[src/rtl/q_matrix_loader.sv]
// Row-serial loader for an N x N binary weight matrix with a valid/ack handoff to the consumer.
// Optional build macro QLOAD_SYMM_CHECK_EN adds a CHECK state and a sym_err output flag.
module q_matrix_loader #(
    parameter int N = 4
) (
    input  logic           clk,
    input  logic           rst_n,
    input  logic           in_valid,
    output logic           in_ready,
    input  logic           in_sop,
    input  logic [N-1:0]   row_in,
    output logic [N*N-1:0] Q,
    output logic           q_valid,
    input  logic           q_ack,
`ifdef QLOAD_SYMM_CHECK_EN
    output logic           sym_err,
`endif
    output logic           sop_err
);

    localparam int CW = (N > 1) ? $clog2(N) : 1;
    localparam logic [CW-1:0] LAST = CW'(N - 1);

`ifdef QLOAD_SYMM_CHECK_EN
    typedef enum logic [1:0] {IDLE, LOAD, CHECK, DONE} state_t;
`else
    typedef enum logic [1:0] {IDLE, LOAD, DONE} state_t;
`endif

    state_t        state;
    logic [CW-1:0] cnt;
    logic          xfer;
    logic          frame_end;

    assign xfer = in_valid && in_ready;

    // A frame completes on the sop row when N==1, otherwise on the non-sop row at the last index.
    assign frame_end = xfer && (((state == IDLE) && in_sop && (N == 1)) ||
                                ((state == LOAD) && !in_sop && (cnt == LAST)));

`ifdef QLOAD_SYMM_CHECK_EN
    logic asym_acc;
    logic mismatch;

    function automatic logic [N-1:0] row_of(input logic [N*N-1:0] q, input logic [CW-1:0] idx);
        return q[int'(idx)*N +: N];
    endfunction

    function automatic logic [N-1:0] col_of(input logic [N*N-1:0] q, input logic [CW-1:0] idx);
        logic [N-1:0] c;
        for (int j = 0; j < N; j++) begin
            c[j] = q[j*N + int'(idx)];
        end
        return c;
    endfunction

    assign mismatch = row_of(Q, cnt) != col_of(Q, cnt);
`endif

    always_ff @(posedge clk or negedge rst_n) begin
        if (!rst_n) begin
            state    <= IDLE;
            cnt      <= '0;
            Q        <= '0;
            q_valid  <= 1'b0;
            in_ready <= 1'b1;
            sop_err  <= 1'b0;
`ifdef QLOAD_SYMM_CHECK_EN
            sym_err  <= 1'b0;
            asym_acc <= 1'b0;
`endif
        end else begin
            sop_err <= 1'b0;
            case (state)
                IDLE: begin
                    if (xfer) begin
                        if (in_sop) begin
                            Q[N-1:0] <= row_in;
                            cnt      <= (N > 1) ? CW'(1) : '0;
                            state    <= LOAD;
                        end else begin
                            sop_err <= 1'b1;
                        end
                    end
                end
                LOAD: begin
                    if (xfer) begin
                        if (in_sop) begin
                            Q[N-1:0] <= row_in;
                            cnt      <= (N > 1) ? CW'(1) : '0;
                        end else begin
                            Q[int'(cnt)*N +: N] <= row_in;
                            cnt <= (cnt == LAST) ? '0 : cnt + CW'(1);
                        end
                    end
                end
`ifdef QLOAD_SYMM_CHECK_EN
                // One row/column pair compared per cycle; cnt doubles as the check index.
                CHECK: begin
                    if (cnt == LAST) begin
                        state    <= DONE;
                        q_valid  <= 1'b1;
                        sym_err  <= asym_acc | mismatch;
                        asym_acc <= 1'b0;
                        cnt      <= '0;
                    end else begin
                        asym_acc <= asym_acc | mismatch;
                        cnt      <= cnt + CW'(1);
                    end
                end
`endif
                DONE: begin
                    if (q_ack) begin
                        state    <= IDLE;
                        q_valid  <= 1'b0;
                        in_ready <= 1'b1;
`ifdef QLOAD_SYMM_CHECK_EN
                        sym_err  <= 1'b0;
`endif
                    end
                end
                default: state <= IDLE;
            endcase

            if (frame_end) begin
                cnt      <= '0;
                in_ready <= 1'b0;
`ifdef QLOAD_SYMM_CHECK_EN
                state    <= CHECK;
`else
                state    <= DONE;
                q_valid  <= 1'b1;
`endif
            end
        end
    end

endmodule

[config.mk]
export PLATFORM = sky130hd
export DESIGN_NAME = q_matrix_loader
export DESIGN_NICKNAME = d
export VERILOG_FILES = /design/src/rtl/q_matrix_loader.sv
export SDC_FILE = /design/constraint.sdc
export NUM_CORES = 1
export LEC_CHECK = 0
export ABC_AREA = 0
export ABC_CLOCK_PERIOD_IN_PS = 1500
export CAP_MARGIN = 20
export CORE_MARGIN = 2
export CORE_UTILIZATION = 42
export DETAILED_ROUTE_END_ITERATION = 6
export GPL_ROUTABILITY_DRIVEN = 0
export PLACE_DENSITY = 0.72
export REMOVE_ABC_BUFFERS = 1
export SYNTH_ARGS = -nofsm -noshare
export SYNTH_HDL_FRONTEND = slang
export SYNTH_SLANG_ARGS = --single-unit
[constraint.sdc]
create_clock -name clk -period 1.5 [get_ports clk]
set_clock_uncertainty 0.1 [all_clocks]
set_input_delay 0.3 -clock clk [delete_from_list [all_inputs] [get_ports clk]]
set_output_delay 0.3 -clock clk [all_outputs]
set_load 0.1 [all_outputs]
Yosys cells after proc, flatten, opt, wreduce, memory -nomap -nowiden
Cells that the tools add are included.
- register bits: 23
- input port bits: 9
- logic and storage cells: 63
- $add $sub $neg: 2
- equality and inequality tests: 11
- shifts and indexed selects: 2
- multiplexer cells: 25
- bitwise gates (word level): 1
- reduce and logical (&&, ||, !) cells: 15
- operator list (operator ; number):
    negator 4 -> 33 bit ; 1
    variable shift 4 x 33 -> 16 bit, first input constant ; 1
    indexed part select 4 x 33 -> 16 bit ; 1
    bitwise mux 16 bit ; 1
    2-to-1 mux 2 bit ; 8
    2-to-1 mux 4 bit ; 4
    inequality test 3 bit, second input constant ; 4
    AND reduction 4 bit ; 3
    2-to-1 mux 1 bit ; 9
    inequality test 2 bit, second input constant ; 4
    case mux 4 bit (2 select lines) ; 1
    case mux 2 bit (3 select lines) ; 1
    nonzero test 2 bit ; 3
    equality test 2 bit, second input constant ; 2
    logical AND 1 bit ; 4
    case mux 2 bit (2 select lines) ; 1
    AND reduction 3 bit ; 1
    nonzero test 3 bit ; 1
    adder 2 x 1 -> 2 bit, second input constant ; 1
    equality test 2 x 1 -> 1 bit, second input constant ; 1
    logical NOT 2 bit ; 1
    AND reduction 2 bit ; 1
    logical NOT 1 bit ; 1
    NOT 1 bit ; 1

Logic depth before layout (Yosys ltp)
Gate-level depths: netlist of run 1.
- word-level depth: 6
- mapped depth: 5
- depth with buffers taken out: 5

Worst setup path before layout of run 1
OpenSTA, ideal clock, no wires.
- kind: register to register
- from: register in_ready
- to: register Q[4]
- library setup time: 79 ps
- data arrival time: 1681 ps
- required time: 1321 ps
- setup slack: -360 ps
- stages on the path, launching flop included: 4
- path buffers: 0
- clock period less this slack: 1860 ps
- path through: dfstp_2 nand2_1 nor4_4 mux2i_1
- cells in the longest elaborated chain, start to end: 2
- ends and longest elaborated chain (item ; line ; RTL):
    start, declared ; 9 ; output logic in_ready,
    start signal, assigned ; 66 ; in_ready <= 1'b1;
    start signal, assigned ; 116 ; in_ready <= 1'b1;
    start signal, assigned ; 127 ; in_ready <= 1'b0;
    logical AND 1 bit ; 35 ; assign xfer = in_valid && in_ready;
    AND reduction 3 bit (no line) ; -- ;
    end signal, assigned by index ; 78 ; Q[N-1:0] <= row_in;
    end signal, assigned by index ; 89 ; Q[N-1:0] <= row_in;
    end signal, assigned by index ; 92 ; Q[int'(cnt)*N +: N] <= row_in;
    end, declared ; 12 ; output logic [N*N-1:0] Q,
No other way between the ends.
A chain may end at the register's enable or synchronous reset.

Worst setup path in the final report of run 1
- from: register in_ready
- to: output port in_ready
No word-level cell between the ends.

==> metrics.log, run 1 <==
INFO  metric finalSetupViolCount = 2
INFO  metric final_clock_period_utilization_by_the_worst_path = 106%
INFO  metric globalRoute.totalOverflow = 0
INFO  metric antenna_violating_nets_post_route = 0
INFO  metric post_synth_mux_area_share = approximately a tenth
INFO  metric synthToLayoutAreaGrowth = 66.0%
INFO  metric tritoncts_clock_tree = yes
INFO  metric track_usage = 18.6%
INFO  metric synthesis.instances = 115
INFO  metric dr.pass1.iters = 4
INFO  metric io_pins = 28
INFO  metric htreeDepth = 1
INFO  metric routed_wire_length_per_instance = between 10 and 15 um
INFO  metric timing_hold_violations_final = 0
INFO  metric final_layout_size_suffix_gt1_share = between 40% and 50%
INFO  metric die_h = roughly 57 um
INFO  metric drt_first_iter_violations = 26
INFO  metric post_synth_and_or_nand_nor_area_fraction = 17.6%
INFO  metric timing.slew.headroom = 81.8%
INFO  metric synthesized_area = approximately 1200 sq um
INFO  metric grt_pass1_wl = slightly below 5000 um
INFO  metric max_freq = about 630 MHz
INFO  metric nets = 181
INFO  metric violations_in_the_final_reports = negative setup slack
INFO  metric layout_setup_ws = -0.0927 ns
INFO  metric floorplan.die.width = between 50 and 60 um
INFO  metric portBuffers = 27
INFO  metric synthesis.area_per_instance = 10.4 sq um
INFO  metric initial_antenna_violation_count = 0
INFO  metric ys.flop_type = sky130_fd_sc_hd__dfrtp_1
INFO  metric dp_hpwl = roughly 2200 um
INFO  metric route.final.wire_length = 2950 um
INFO  metric synth.yosys.warnings = 0
INFO  metric main_area_contributors_after_synthesis = sky130_fd_sc_hd__dfrtp_1, sky130_fd_sc_hd__mux2i_1, sky130_fd_sc_hd__inv_1
INFO  metric final_period_minus_worst_setup_slack = approximately 1.6 ns
INFO  metric outcome = finished with violations
INFO  metric post_synth_most_frequent_cells = sky130_fd_sc_hd__dfrtp_1, sky130_fd_sc_hd__inv_1, sky130_fd_sc_hd__nand2_1
INFO  metric core-area = between 2000 and 3000 sq um
INFO  metric grt_setup_unrepaired = true
INFO  metric synth_top_family_by_area = simple AND/OR/NAND/NOR gates
INFO  metric worstSetupEndpointType = primary output
INFO  metric synth_top_area_share = a little under half
INFO  metric vias = between 900 and 1000
INFO  metric synth_enable_flop_cells = 0
INFO  metric rows = 19
INFO  metric tightest_slew = roughly 0.27 ns
INFO  metric worstSetupStartpointType = flop
INFO  metric data_arrival_critical_path = around 1.2 ns
INFO  metric cts_inserted_buffers = 3
INFO  metric yosys.area.top_type = sky130_fd_sc_hd__dfrtp_1
INFO  metric via_count_of_the_first_global_routing_pass = ~1100
INFO  metric yosys.area_share.xor_xnor = 0%
INFO  metric report.final.slew_viol_count = 0
INFO  metric antennaDiodeCount = 0
INFO  metric yosys.cell_types.count = 27
INFO  metric cts-root-to-sink-buffers = 2
INFO  metric cts_root_buffer = sky130_fd_sc_hd__clkbuf_4
INFO  metric utilization = 72.7%
INFO  metric grt_start_max_net_pins = 15
INFO  metric synth-adder-area-share = approximately 5.2%
INFO  metric start_util = around 44%
INFO  metric synth_seq_cells = 23
INFO  metric synth_compound_gate_area_share = 10.9%
INFO  metric drt-vias-per-instance = roughly 4.9
INFO  metric part_of_the_yosys_area_used_for_sequential_elements = 48.2%
INFO  metric worst-setup-path-type = flop to primary output
INFO  metric clkSinkCount = 23
INFO  metric postSynth.asyncResetShare = between 90% and 100%
INFO  metric clk_pin_slew_worst_paths = 0.14 ns
INFO  metric worst_hold_check_path_type = primary input to asynchronous set/reset pin
INFO  metric worstSkewPairLatency = between 0.3 and 0.4 ns
INFO  metric cts_hold_buffers = 0
INFO  metric worst-endpoint-required = around 1.1 ns
INFO  metric die_area = about 3300 sq um
INFO  metric max_cap_viols = 0
INFO  metric route.detailed.drc = 0
INFO  metric synthMostInstantiatedCell = sky130_fd_sc_hd__dfrtp_1
INFO  metric critical_path.max_fanout = 5
-- cell families after synthesis --
family	after synthesis
AO/OA/AOI/OAI	19
adder cells (fa/ha/maj)	5
buffers and inverters	23
flip-flops	23
multiplexers	12
AND/OR/NAND/NOR	33
-- registers in the layout, indices dropped and copies added, names as in the netlist --
name / count
Q: 16
cnt: 2
in_ready: 1
q_valid: 1
sop_err: 1
state: 2
-- per-stage QoR --
stage	instances	setup slack, ns	setup TNS, ns	instance area (sq um)	hold slack, ns
2_1_floorplan	113	-0.360	-5.32	1180	-0.0956
3_3_place_gp	188	-0.262	-4.65	1810	0.385
4_1_cts	195	-0.0887	-0.334	1890	0.215
3_5_place_dp	188	-0.315	-5.42	1810	0.410
5_1_grt	197	-0.127	-1.09	1990	0.223
6_report	197	-0.0927	-0.0935	1990	0.197
-- layout by cell type, fill, tap and decap left out, types with 2 or more instances in the layout --
cell type	n
sky130_fd_sc_hd__clkdlybuf4s50_1	7
sky130_fd_sc_hd__buf_12	19
sky130_fd_sc_hd__nand2_1	11
sky130_fd_sc_hd__mux2i_1	12
sky130_fd_sc_hd__clkbuf_4	3
sky130_fd_sc_hd__a21oi_1	3
sky130_fd_sc_hd__nand2_2	4
sky130_fd_sc_hd__buf_6	3
sky130_fd_sc_hd__o21ai_1	3
sky130_fd_sc_hd__buf_4	19
sky130_fd_sc_hd__inv_1	19
sky130_fd_sc_hd__inv_2	2
sky130_fd_sc_hd__nand3_4	2
sky130_fd_sc_hd__dfrtp_1	22
sky130_fd_sc_hd__o31ai_2	3
sky130_fd_sc_hd__ha_1	3
sky130_fd_sc_hd__o21ai_0	3
sky130_fd_sc_hd__nor2_1	4
sky130_fd_sc_hd__nor3b_2	2
-- worst paths after layout --
check,from,to,slack (ns),depth (start not counted)
setup / recovery,in_ready$_DFFE_PN1P_,in_ready,-0.09,2
hold / removal,rst_n,Q[3]$_DFFE_PN0P_,0.20,2
setup reg to reg,cnt[0]$_DFFE_PN0P_,Q[8]$_DFFE_PN0P_,0,6
hold reg to reg,in_ready$_DFFE_PN1P_,in_ready$_DFFE_PN1P_,0.43,2
max in group asynchronous,rst_n,in_ready$_DFFE_PN1P_,0.83,2
min in group clk,in_sop,sop_err$_DFF_PN0_,0.26,3
-- area by class of cell --
| class | instances | area [sq um] |
|---|---|---|
| tap | 31 | 38.8 |
| timing repair buffer | 49 | 639 |
| sequential | 23 | 577 |
| inverter | 21 | 78.8 |
| clock buffer | 4 | 26.3 |
| multi-input combinational | 69 | 628 |
| fill | 174 | 746 |
-- repair_timing --
item | 4_1_cts | 5_1_grt
pin swaps | 2 | 3
setup buffers | 3 | 2
cloned | 0 | 0
resized for setup | 7 | 24
endpoints found under the setup margin | 15 | 23
-- routing by layer --
| layer | track usage (%) | part of all wire, % | wire length (um) | up-vias |
|---|---|---|---|---|
| li1 | - | - | - | 479 |
| met1 | 23.7 | 45 | 1340 | 467 |
| met2 | 31.5 | 50 | 1490 | 21 |
| met3 | 3.63 | 4.0 | 118 | 2 |
| met4 | 5.98 | 0.27 | 8 | 0 |
| met5 | 0 | 0 | 0 | - |
-- worst max-delay path, cell delays in order, from the launching register on --
cell,delay [ns]
sky130_fd_sc_hd__dfstp_2,0.61
sky130_fd_sc_hd__buf_6,0.12
sky130_fd_sc_hd__buf_12,0.16
Power of run 1 is not shown: default switching activity piles up to over one toggle a cycle in this logic, so the estimate is an artifact.
==> run 2: changes to the inputs <==
--- a/config.mk
+++ b/config.mk
@@ -8,6 +8,7 @@
 export ABC_AREA = 0
 export ABC_CLOCK_PERIOD_IN_PS = 1500
 export CAP_MARGIN = 20
+export CORE_ASPECT_RATIO = 1.1
 export CORE_MARGIN = 2
 export CORE_UTILIZATION = 42
 export DETAILED_ROUTE_END_ITERATION = 6
==> run 2 against run 1 <==
  * Design area up 3.9%
  * Largest cell class unchanged
  * Non-clock buffer count up 1
  * The run still ends with negative setup slack left
  * Worst hold slack better by 0.031 ns
  * Flip-flop and latch count unchanged
==> metrics.log, run 2 (synthesis results as in run 1) <==
INFO  metric portBuffers = 27 (unchanged)
INFO  metric critPathSlowestCell = sky130_fd_sc_hd__dfstp_2
INFO  metric nets = 182 (+0.55%)
INFO  metric die_h = 60 um (+4.5%)
INFO  metric rows = 20 (+1)
INFO  metric start_util = 43.5% (-0.30 points)
INFO  metric worst-setup-path-type = flop to primary output
INFO  metric timing.slew.headroom = 78.6% (-3.2 points)
INFO  metric cts_inserted_buffers = 3 (unchanged)
INFO  metric setup_tns = -0.260 ns (-0.167 ns)
INFO  metric timing_hold_violations_final = 0 (unchanged)
INFO  metric worstSkewPairLatency = 0.31 ns (about the same)
INFO  metric track_usage = 19.7% (+1.1 points)
INFO  metric finalSetupViolCount = 9 (+7)
INFO  metric worstSetupStartpointType = flop
INFO  metric cts_root_buffer = sky130_fd_sc_hd__clkbuf_4
INFO  metric antenna_violating_nets_post_route = 0 (unchanged)
INFO  metric post-place-ws = -0.359 ns (-0.0439 ns)
INFO  metric nFillCells = 190 (+9.2%)
INFO  metric rr_startpoint = in_ready$_DFFE_PN1P_
INFO  metric dp_hpwl = 1960 um (-11%)
INFO  metric tightest_slew = 0.321 ns (+0.0476 ns)
INFO  metric final_layout_size_suffix_gt1_share = 44.9% (+2.1 points)
INFO  metric route.final.wire_length = 2970 um (+0.61%)
INFO  metric grt_start_max_net_pins = 24 (+9)
INFO  metric outcome = finished with violations
INFO  metric critical_path.max_fanout = 2 (-3)
INFO  metric crit_buf_inv = 2 (unchanged)
INFO  metric worst_hold_check_path_type = primary input to asynchronous set/reset pin
INFO  metric htreeDepth = 1 (unchanged)
INFO  metric most-common-layout-cells = sky130_fd_sc_hd__dfrtp_1, sky130_fd_sc_hd__buf_12, sky130_fd_sc_hd__inv_1
INFO  metric stdcell_count = 200 (+1.5%)
INFO  metric report.final.slew_viol_count = 0 (unchanged)
INFO  metric drt_first_iter_violations = 24 (-7.7%)
INFO  metric synthToLayoutAreaGrowth = 72.5%
INFO  metric timing.hold.ws = 0.228 ns (+0.0313 ns)
INFO  metric seq_area = 577 sq um (unchanged)
INFO  metric via_count_of_the_first_global_routing_pass = 1071 (-4.5%)
INFO  metric max_stage_delay = 0.58 ns (-0.03 ns)
INFO  metric grt_pass1_wl = 4640 um (-4.8%)
INFO  metric max_freq = 642 MHz (+2.2%)
INFO  metric drt-vias-per-instance = 5.07 (+3.1%)
INFO  metric clkSinkCount = 23 (unchanged)
INFO  metric dp.cells = 188 (unchanged)
INFO  metric crit_chain = buf_6 > buf_12
INFO  metric violations_in_the_final_reports = negative setup slack
INFO  metric data_arrival_critical_path = 1.16 ns (-0.03 ns)
INFO  metric grt_setup_unrepaired = true
INFO  metric max_cap_viols = 0 (unchanged)
INFO  metric routed_wire_length_per_instance = 14.9 um (-0.90%)
INFO  metric route.detailed.drc = 0 (unchanged)
INFO  metric globalRoute.totalOverflow = 0 (unchanged)
INFO  metric layout_setup_ws = -0.0577 ns (+0.0350 ns)
INFO  metric clk_pin_slew_worst_paths = 0.13 ns (about the same)
INFO  metric die_area = 3290 sq um (about the same)
INFO  metric cts-root-to-sink-buffers = 2 (unchanged)
INFO  metric floorplan.die.width = 54.9 um (-4.3%)
INFO  metric dr.pass1.iters = 4 (unchanged)
INFO  metric worst-r2r-cell-count = 5 (-1)
INFO  metric final_period_minus_worst_setup_slack = 1.56 ns (-0.0350 ns)
INFO  metric final_clock_period_utilization_by_the_worst_path = 104% (-2.3 points)
INFO  metric antennaDiodeCount = 0 (unchanged)
INFO  metric timing.rr.end = Q[3]$_DFFE_PN0P_
INFO  metric tritoncts_clock_tree = yes
INFO  metric core-area = 2750 sq um (+0.69%)
INFO  metric registers.top_by_ff_count = Q
INFO  metric layout_commonest_cell = sky130_fd_sc_hd__dfrtp_1
INFO  metric rrSetupSlack = -0.05 ns (-0.05 ns)
INFO  metric vias = 1014 (+4.6%)
INFO  metric multi_input_logic_area = 668 sq um (+6.4%)
INFO  metric worst-endpoint-required = 1.10 ns (about the same)
INFO  metric io_pins = 28 (unchanged)
INFO  metric cpLargestDelayFamily = flip-flops
INFO  metric worstSetupEndpointType = primary output
INFO  metric layout_top_registers = Q x16, cnt x2, state x2
INFO  metric largest_register_ff_count = 16 (unchanged)
INFO  metric initial_antenna_violation_count = 0 (unchanged)
-- run 2: worst register-to-register path, delay by kind of cell (launching register included) --
kind | cells | cell delay, ns
flops | 1 | 0.58
compound gates | 1 | 0.18
simple gates | 2 | 0.39
buf+inv | 2 | 0.22
-- run 2: worst max path at each step --
stage,from,endpoint,depth (start not counted)
floorplan,in_ready$_DFFE_PN1P_,Q[4]$_DFFE_PN0P_,3
global placement,in_valid,Q[3]$_DFFE_PN0P_,5
detailed placement,in_sop,Q[15]$_DFFE_PN0P_,4
CTS,in_ready$_DFFE_PN1P_,in_ready,2
global route,in_ready$_DFFE_PN1P_,Q[2]$_DFFE_PN0P_,5
finish,in_ready$_DFFE_PN1P_,in_ready,2
-- run 2: final cells by class --
cell class / instances / area share [%]
repair buffers: 50 / 32.6
well taps: 33 / 2.00
inverters: 21 / 3.82
multi-input cells: 69 / 32.3
clock buffers: 4 / 1.27
flip-flops and latches: 23 / 27.9
-- run 2: per-layer routing --
layer | global-route usage (%) | wire length, um | vias up
li1 | - | - | 486
met1 | 24.9 | 1280 | 497
met2 | 35.0 | 1560 | 29
met3 | 2.75 | 120 | 2
met4 | 4.18 | 17 | 0
met5 | 0 | 0 | -
-- run 2: through the flow --
step | utilization [%] | area [sq um]
after detailed placement | 65.1 | 1790
after global placement | 65.1 | 1790
after global routing | 75.0 | 2070
after floorplan | - | 1180
final | 75.0 | 2070
after CTS | 71.1 | 1960
-- run 2: repair_timing --
item | CTS | global route
setup buffers | 5 | 3
setup endpoints to repair | 15 | 18
pin swaps | 3 | 6
gates resized for setup | 23 | 22
hold buffers | 0 | 0
Power of run 2 is left out for the same reason.
==> run 3: changes to the inputs <==
--- a/config.mk
+++ b/config.mk
@@ -11,6 +11,7 @@
 export CORE_ASPECT_RATIO = 1.1
 export CORE_MARGIN = 2
 export CORE_UTILIZATION = 42
+export CTS_CLUSTER_SIZE = 10
 export DETAILED_ROUTE_END_ITERATION = 6
 export GPL_ROUTABILITY_DRIVEN = 0
 export PLACE_DENSITY = 0.72
==> results of run 3 <==
The final DEF is identical to that of run 2; final timing and power are the same.
Power of run 3 is left out for the same reason.
